## config.mk

```make
export PLATFORM = sky130hd
export DESIGN_NAME = prm_edge_mask_collect
export DESIGN_NICKNAME = d
export VERILOG_FILES = /design/src/rtl/prm_edge_pkg.sv /design/src/rtl/prm_mask_pack.sv /design/src/rtl/prm_edge_mask_collect.sv
export SDC_FILE = /design/constraint.sdc
export NUM_CORES = 1
export LEC_CHECK = 0
export CORE_AREA = 2 2 98 100
export DETAILED_ROUTE_END_ITERATION = 8
export DIE_AREA = 0 0 100 102
export GPL_ROUTABILITY_DRIVEN = 0
export GPL_TIMING_DRIVEN = 1
export PLACE_DENSITY = 0.79
export SLEW_MARGIN = 20
export SYNTH_ARGS = -nofsm -noshare
export SYNTH_HDL_FRONTEND = slang
export SYNTH_SLANG_ARGS = --single-unit
export TNS_END_PERCENT = 50
```

## constraint.sdc

```tcl
create_clock -name CLK -period 3.34 [get_ports CLK]
set_clock_uncertainty 0.05 [all_clocks]
set_input_delay 0.668 -clock CLK [delete_from_list [all_inputs] [get_ports CLK]]
set_output_delay 0.668 -clock CLK [all_outputs]
set_load 0.02 [all_outputs]
```

## src/rtl/prm_edge_pkg.sv

```systemverilog
// Shared constants, FSM state encoding and edge-code type for the edge-mask collector.
package prm_edge_pkg;

  localparam int CODE_W = 15;
  localparam int WORD_W = 32;
  localparam int CNT_W  = 16;
  localparam int IDX_W  = $clog2(WORD_W);
  localparam int BITS_W = 6;

  typedef enum logic [1:0] {
    IDLE  = 2'd0,
    RUN   = 2'd1,
    DRAIN = 2'd2,
    DONE  = 2'd3
  } state_e;

  typedef logic [CODE_W-1:0] edge_code_t;

endpackage

```

## src/rtl/prm_mask_pack.sv

```systemverilog
// Packs one checker result bit per edge into WORD_W-bit words behind a
// valid/ready output register that refills in the same cycle it drains.
module prm_mask_pack
  import prm_edge_pkg::*;
(
  input  logic              clk_i,
  input  logic              rst_i,
  input  logic              in_valid_i,
  input  logic              in_bit_i,
  input  logic              in_last_i,
  output logic              stall_o,
  output logic              fire_o,
  input  logic              out_ready_i,
  output logic              out_valid_o,
  output logic [WORD_W-1:0] out_word_o,
  output logic              out_last_o,
  output logic [BITS_W-1:0] out_bits_o
);

  logic [WORD_W-1:0] acc_q, acc_d, acc_bit_s;
  logic [IDX_W-1:0]  idx_q, idx_d;
  logic [WORD_W-1:0] word_q, word_d;
  logic              valid_q, valid_d;
  logic              last_q, last_d;
  logic [BITS_W-1:0] bits_q, bits_d;
  logic              completes_s;

  assign completes_s = (idx_q == IDX_W'(WORD_W-1)) | in_last_i;
  // A completing edge must wait while the previous word is still unaccepted.
  assign stall_o     = in_valid_i & completes_s & valid_q & ~out_ready_i;
  assign fire_o      = in_valid_i & ~stall_o;
  assign acc_bit_s   = acc_q | (WORD_W'(in_bit_i) << idx_q);

  always_comb begin
    acc_d   = acc_q;
    idx_d   = idx_q;
    word_d  = word_q;
    valid_d = valid_q;
    last_d  = last_q;
    bits_d  = bits_q;
    if (valid_q & out_ready_i) begin
      valid_d = 1'b0;
    end else begin
      valid_d = valid_q;
    end
    if (fire_o) begin
      if (completes_s) begin
        word_d  = acc_bit_s;
        valid_d = 1'b1;
        last_d  = in_last_i;
        bits_d  = BITS_W'(idx_q) + BITS_W'(1);
        acc_d   = '0;
        idx_d   = '0;
      end else begin
        acc_d = acc_bit_s;
        idx_d = idx_q + IDX_W'(1);
      end
    end else begin
      acc_d = acc_q;
    end
  end

  always_ff @(posedge clk_i) begin
    if (rst_i) begin
      acc_q   <= '0;
      idx_q   <= '0;
      word_q  <= '0;
      valid_q <= 1'b0;
      last_q  <= 1'b0;
      bits_q  <= '0;
    end else begin
      acc_q   <= acc_d;
      idx_q   <= idx_d;
      word_q  <= word_d;
      valid_q <= valid_d;
      last_q  <= last_d;
      bits_q  <= bits_d;
    end
  end

  assign out_valid_o = valid_q;
  assign out_word_o  = word_q;
  assign out_last_o  = last_q;
  assign out_bits_o  = bits_q;

endmodule

```

## src/rtl/prm_edge_mask_collect.sv

```systemverilog
// Feeds edge codes to an external edge checker and streams packed edge_mask words.
// Optional PRM_MASK_POPCNT_EN adds free_cnt, the count of set mask bits per job.
module prm_edge_mask_collect
  import prm_edge_pkg::*;
(
  input  logic              CLK,
  input  logic              RST,
  input  logic              start,
  input  logic [CNT_W-1:0]  num_edges,
  output logic              busy,
  output logic              done,
  input  logic              code_valid,
  output logic              code_ready,
  input  edge_code_t        code_data,
  output edge_code_t        chk_code,
  input  logic              chk_mask,
  output logic              mask_valid,
  input  logic              mask_ready,
  output logic [WORD_W-1:0] mask_word,
  output logic              mask_last,
  output logic [BITS_W-1:0] mask_bits
`ifdef PRM_MASK_POPCNT_EN
  ,
  output logic [CNT_W-1:0]  free_cnt
`endif
);

  state_e           state_q, state_d;
  logic [CNT_W-1:0] rem_q, rem_d;
  edge_code_t       code_q, code_d;
  logic             s1_valid_q, s1_valid_d;
  logic             s1_last_q, s1_last_d;
  logic             busy_q, busy_d;
  logic             done_q, done_d;
  logic             stall_s, fire_s, start_acc_s, code_acc_s, final_hs_s;

  // The done cycle still counts as busy, so a start there is ignored too.
  assign start_acc_s = start & (state_q == IDLE) & ~done_q;
  assign code_ready  = (state_q == RUN) & (rem_q != '0) & ~stall_s;
  assign code_acc_s  = code_valid & code_ready;
  assign final_hs_s  = mask_valid & mask_ready & mask_last;

  always_comb begin
    state_d    = state_q;
    rem_d      = rem_q;
    code_d     = code_q;
    s1_valid_d = s1_valid_q;
    s1_last_d  = s1_last_q;
    case (state_q)
      IDLE: begin
        if (start_acc_s) begin
          rem_d   = num_edges;
          state_d = (num_edges != '0) ? RUN : DONE;
        end else begin
          state_d = IDLE;
        end
      end
      RUN: begin
        if (code_acc_s && (rem_q == CNT_W'(1))) begin
          state_d = DRAIN;
        end else begin
          state_d = RUN;
        end
      end
      DRAIN: begin
        if (final_hs_s) begin
          state_d = DONE;
        end else begin
          state_d = DRAIN;
        end
      end
      DONE:    state_d = IDLE;
      default: state_d = IDLE;
    endcase
    if (code_acc_s) begin
      rem_d      = rem_q - CNT_W'(1);
      code_d     = code_data;
      s1_valid_d = 1'b1;
      s1_last_d  = (rem_q == CNT_W'(1));
    end else if (!stall_s) begin
      s1_valid_d = 1'b0;
    end else begin
      s1_valid_d = s1_valid_q;
    end
    done_d = (state_q == DONE);
    busy_d = (state_d != IDLE) | done_d;
  end

  always_ff @(posedge CLK) begin
    if (RST) begin
      state_q    <= IDLE;
      rem_q      <= '0;
      code_q     <= '0;
      s1_valid_q <= 1'b0;
      s1_last_q  <= 1'b0;
      busy_q     <= 1'b0;
      done_q     <= 1'b0;
    end else begin
      state_q    <= state_d;
      rem_q      <= rem_d;
      code_q     <= code_d;
      s1_valid_q <= s1_valid_d;
      s1_last_q  <= s1_last_d;
      busy_q     <= busy_d;
      done_q     <= done_d;
    end
  end

  assign chk_code = code_q;
  assign busy     = busy_q;
  assign done     = done_q;

  prm_mask_pack u_pack (
    .clk_i       (CLK),
    .rst_i       (RST),
    .in_valid_i  (s1_valid_q),
    .in_bit_i    (chk_mask),
    .in_last_i   (s1_last_q),
    .stall_o     (stall_s),
    .fire_o      (fire_s),
    .out_ready_i (mask_ready),
    .out_valid_o (mask_valid),
    .out_word_o  (mask_word),
    .out_last_o  (mask_last),
    .out_bits_o  (mask_bits)
  );

`ifdef PRM_MASK_POPCNT_EN
  logic [CNT_W-1:0] free_q, free_d;

  always_comb begin
    if (start_acc_s) begin
      free_d = '0;
    end else if (fire_s && chk_mask) begin
      free_d = free_q + CNT_W'(1);
    end else begin
      free_d = free_q;
    end
  end

  always_ff @(posedge CLK) begin
    if (RST) begin
      free_q <= '0;
    end else begin
      free_q <= free_d;
    end
  end

  assign free_cnt = free_q;
`else
  logic unused_fire_s;
  assign unused_fire_s = fire_s;
`endif

endmodule
```

Yosys cells after proc, flatten, opt, wreduce, memory -nomap -nowiden. Cells that the tools add are included.

Add/sub/neg operators: 3. Bitwise logic cells: 17. Equality and inequality tests: 6. Multiplexer cells: 15. Reductions and logical operators: 9. Shift operators: 1.

Operators by type and width (number): $mux 16 (3); $mux 32 (1); $or 32x32->32 (1); $reduce_bool 16->1 (2); $shl 1x5->32 (1); $eq 16x1->1 const B (1); $sub 16x1->16 const B (1); $and 1x1->1 (11); $pmux 2 s4 (1); $add 5x1->6 const B (1); $mux 1 (6); $mux 2 (3); $reduce_bool 2->1 (3); $add 5x1->5 const B (1); $eq 5x5->1 const B (1); $mux 5 (1); $eq 2x2->1 const B (2); $reduce_and 2->1 (2); $not 1->1 (3); $eq 2x1->1 const B (1); $logic_not 2->1 (1); $ne 2x1->1 const B (1); $or 1x1->1 (2); $logic_and 1x1->1 (1).

Register bits: 114. Logic and storage cells: 64.

Depth between registers and ports, before layout.
Word-level depth: 13. Gate-level depth with buffers: 9. Gate-level depth less buffers: 8.

Modules after synthesis. From an unflattened synthesis, not the netlist that was laid out.

Cells, all modules: 548. Area total of the unflattened synthesis: 5098.6 µm².

By module, submodules not included: prm_mask_pack (cells an instance 316, instances 1, area an instance 3148.0 µm², seq. area each 1541.5 µm²); prm_edge_mask_collect (cells an instance 232, instances 1, area an instance 1950.6 µm², seq. area each 740.7 µm²).

Least setup slack after synthesis. OpenSTA, ideal clock, no wires.

Path type: reg-to-reg. Start: reg u_pack.idx_q[1]. End: reg rem_q[2]. Arrival time: 2.156 ns. Cell stages (with the launch flop): 10. Slack: 1.002 ns. Period minus slack after synthesis: 2.338 ns. Library setup time: 0.132 ns. Cell sequence: dfxtp_1 -> ha_1 -> and3_1 -> ha_1 -> o21ai_1 -> o211a_1 -> a21boi_0 -> clkbuf_1 -> a21o_1 -> a21oi_1.

Word-level cells in the longest chain between the ends: 10. Elaborated cells on any way between the ends: 12. Classes of those cells: 1 x eq/ne; 1 x mux; 7 x bitwise; 3 x reduce/logical.

Ends and longest elaborated chain: start, declared (RTL line prm_mask_pack.sv:21) `logic [IDX_W-1:0] idx_q, idx_d;`; start signal, assigned (RTL line prm_mask_pack.sv:73) `idx_q <= idx_d;`; $eq 5x5->1 (*) (RTL line prm_mask_pack.sv:28) `assign completes_s = (idx_q == IDX_W'(WORD_W-1)) | in_last_i;`; $or 1x1->1 (*) (RTL line prm_mask_pack.sv:28); $and 1x1->1 (*) (3 in a row) (RTL line prm_mask_pack.sv:30) `assign stall_o = in_valid_i & completes_s & valid_q & ~out_ready_i;`; $not 1->1 (*) (RTL line prm_edge_mask_collect.sv:39) `assign code_ready = (state_q == RUN) & (rem_q != '0) & ~stall_s;`; $and 1x1->1 (*) (RTL line prm_edge_mask_collect.sv:39); $and 1x1->1 (*) (RTL line prm_edge_mask_collect.sv:40) `assign code_acc_s = code_valid & code_ready;`; $reduce_bool 2->1 (no line); $reduce_and 2->1 (no line); end signal, assigned (RTL line prm_edge_mask_collect.sv:100) `rem_q <= rem_d;`; end, declared (RTL line prm_edge_mask_collect.sv:29) `logic [CNT_W-1:0] rem_q, rem_d;`.

Mark *: on every way between the ends. The rest lies on a longest branch, timed or not. A chain may end at the register's enable or synchronous reset.

Final worst setup path.
Start: reg u_pack.idx_q[0]. End: out code_ready.

Word-level cells in the longest chain between the ends: 7.

Ends and longest elaborated chain: $eq 5x5->1 (RTL line prm_mask_pack.sv:28); $or 1x1->1 (RTL line prm_mask_pack.sv:28); $and 1x1->1 (3 in a row) (RTL line prm_mask_pack.sv:30); $not 1->1 (RTL line prm_edge_mask_collect.sv:39); $and 1x1->1 (RTL line prm_edge_mask_collect.sv:39); end, declared (RTL line prm_edge_mask_collect.sv:13) `output logic code_ready,`.

Every way passes these cells.

==> impl_metrics.env <==
export IMPL_syn_to_final_growth_pct=35.5
export IMPL_drv_slew=0
export IMPL_crit_path_end_kind="primary output"
export IMPL_h_tree_depth=4
export IMPL_utilization=0.681
export IMPL_power_leakage_nw=2.19
export IMPL_drt_initial_drc_count=405
export IMPL_worstHoldStart="chk_code[12]"
export IMPL_worstMarginPinSlew_ns=0.749
export IMPL_fin_crit_sh=0.921
export IMPL_synth_area_top_cells="dfxtp_1 (50%), nor2_1 (8.2%), a21oi_1 (7.4%), nand2_1 (5.1%), o22ai_1 (4.2%)"
export IMPL_grt_first_pass_wirelength_um=20600
export IMPL_portBuffers=94
export IMPL_coreArea_um2=9110
export IMPL_drt_wl_total_um=12600
export IMPL_tns_ns=0
export IMPL_dieHeight_um=102
export IMPL_power_w=0.00350
export IMPL_syn_avg_cell_area_um2=8.21
export IMPL_fin_crit_ns=3.08
export IMPL_grt_max_degree=70
export IMPL_synth_area_mux_share=0.00492
export IMPL_crit_path_max_fanout=13
export IMPL_status="finished clean"
export IMPL_timing_slew_headroom=0.499
export IMPL_rsz0062_at_grt="no"
export IMPL_async_flop_share=0
export IMPL_finalSetupViolations=0
export IMPL_syn_inst=558
export IMPL_die_w_um=100
export IMPL_cts_tree="built"
export IMPL_cts_root_buf="clkbuf_8"
export IMPL_netlist_area_um2=4580
export IMPL_cts_setup_buffers=0
export IMPL_pre_cts_ws_ns=0.395
export IMPL_grt_remaining_overflow=0
export IMPL_wire_per_inst_um=16.4
export IMPL_ys_seq_elements=114
export IMPL_clk_pin_slew_ns=0.06
export IMPL_rows=35
export IMPL_yosysTopAreaCell="dfxtp_1"
export IMPL_num_io_pins=95
export IMPL_cts_sinks=114
export IMPL_final_setup_worst_slack_ns=0.264
export IMPL_pwr_density_cell_nw_per_um2=563
export IMPL_num_vias=4588
export IMPL_ant_nets=0
export IMPL_synth_top_family_by_area="compound AO/OA/AOI/OAI gates"
export IMPL_synth_warnings=0
export IMPL_peakVddDrop_v=0.000384
export IMPL_worst_r2r_startpoint="u_pack.idx_q[0]"
export IMPL_startpoint="u_pack.idx_q[0]"
export IMPL_diodes=0
export IMPL_synth_top_cell_area_share=0.498
export IMPL_grt_pass1_vias=4289
export IMPL_synth_edf_count=0
export IMPL_grt_usage=0.254
export IMPL_drtPass1Iterations=7
export IMPL_min_path_type="register to register"
export IMPL_hold_violations=0
export IMPL_dp_hpwl_um=8270
export IMPL_initial_core_util=0.503
export IMPL_nets=690
export IMPL_antenna_found_initial=0
export IMPL_synth_xor_area_share=0.00574
export IMPL_viasPerCell=5.94
export IMPL_arrival_ns=2.36
export IMPL_drc=0
export IMPL_max_cap_violations=0
export IMPL_numCtsBuffers=17
export IMPL_worstSkewPairLatency_ns=0.50
export IMPL_fmax_mhz=325
export IMPL_ys_seq_area_frac=0.498
export IMPL_dieArea_um2=10200
export IMPL_drive_above_1_share=0.0861
export IMPL_synth_fp_nets=599
export IMPL_synthSimpleGateAreaFrac=0.216
export IMPL_post_dp_cell_area_um2=5630
export IMPL_cp_data_required_time_ns=2.62
export IMPL_clock_path_buffers=2
export IMPL_critPathKind="register to primary output"
export IMPL_startpoint_type="register"
export IMPL_synthDistinctLibCells=50
export IMPL_fin_area_um2=6210
export IMPL_synthFlopType="dfxtp_1"
export IMPL_synth_fa_ha_area_frac=0.0109
export IMPL_synth_compound_area_share=0.233
## area by class of cell
type                    count  area (µm²)
flip-flops and latches    114        2280
well taps                 111         139
inverters                   2        7.51
fillers                   703        2900
multi-input cells         409        2170
clock buffers              17         414
clock inverters            15         170
repair buffers            105        1030
## metal layers
metal / part of all wire / track usage / up-vias
li1: - / - / 2176
met1: 0.42 / 0.324 / 2142
met2: 0.47 / 0.410 / 236
met3: 0.086 / 0.0732 / 34
met4: 0.022 / 0.0969 / 0
met5: 0 / 0 / -
## cell usage after synthesis, drive strengths merged, types with 6 or more instances
cell / number
dfxtp: 114
nor2: 100
a21oi: 68
nand2: 62
o21ai: 36
clkbuf: 31
o22ai: 31
nand3: 12
a31oi: 8
nand2b: 8
nor2b: 8
nor3: 8
a22oi: 6
o211ai: 6
## kinds of logic after synthesis
| logic type | Yosys count |
|---|---|
| flip-flops | 114 |
| XOR/XNOR | 3 |
| AO/OA/AOI/OAI | 177 |
| buffers and inverters | 35 |
| adder cells (fa/ha/maj) | 4 |
| multiplexers | 2 |
| AND/OR/NAND/NOR | 223 |
## worst max-delay path, cell delays in order, from the launching register on
cell and delay (ns):
dfxtp_1 0.44, ha_1 0.31, and3_1 0.20, ha_1 0.21, o21a_1 0.21, nand2_1 0.09
nand2_1 0.06, a21oi_1 0.15, clkbuf_2 0.19
## cell usage in the layout, fill, tap and decap left out, types with 3 or more instances in the layout
cell type / count
a21oi_1: 68
a22oi_1: 6
a31oi_1: 8
buf_4: 10
clkbuf_16: 16
clkdlybuf4s50_1: 92
dfxtp_1: 114
ha_1: 4
inv_6: 7
nand2_1: 62
nand2b_1: 8
nand3_1: 12
nand4_1: 5
nor2_1: 99
nor2b_1: 8
nor3_1: 7
nor4_1: 5
o211ai_1: 5
o21ai_0: 32
o21ai_1: 3
o22ai_1: 31
o311ai_0: 5
or2_2: 3
or3_1: 3
## final timing paths
path	to	slack [ns]	cells after the start
setup / recovery	code_ready	0.26	8
hold reg to reg	chk_code[12]	0.41	2
setup reg to reg	rem_q[12]	0.53	8
hold / removal	chk_code[12]	0.41	2
## power breakdown
part	leakage (nW)	internal [W]	total [W]	switching [W]
clock	0.283	0.00108	0.00179	0.000705
sequential	0.923	0.00139	0.00142	0.0000293
combinational	0.985	0.000123	0.000288	0.000165
## what timing repair did
action,in CTS,in global routing
gates resized for setup,1,2
hold buffers,0,0
setup endpoints to repair,1,1
## through the flow
stage / hold slack (ns) / instances
finish: 0.408 / 773
global route: 0.428 / 773
CTS: 0.411 / 773
detailed placement: 0.400 / 741
global placement: 0.391 / 741
floorplan: 0.388 / 558
## sequential cells by signal, indices dropped and copies added, names as in the netlist, 2 cells and up
name / count
u_pack.out_word_o: 32
state_q: 2
rem_q: 16
u_pack.idx_q: 5
chk_code: 15
u_pack.out_bits_o: 6
u_pack.acc_q: 32
(Power assumes the default switching activity.)
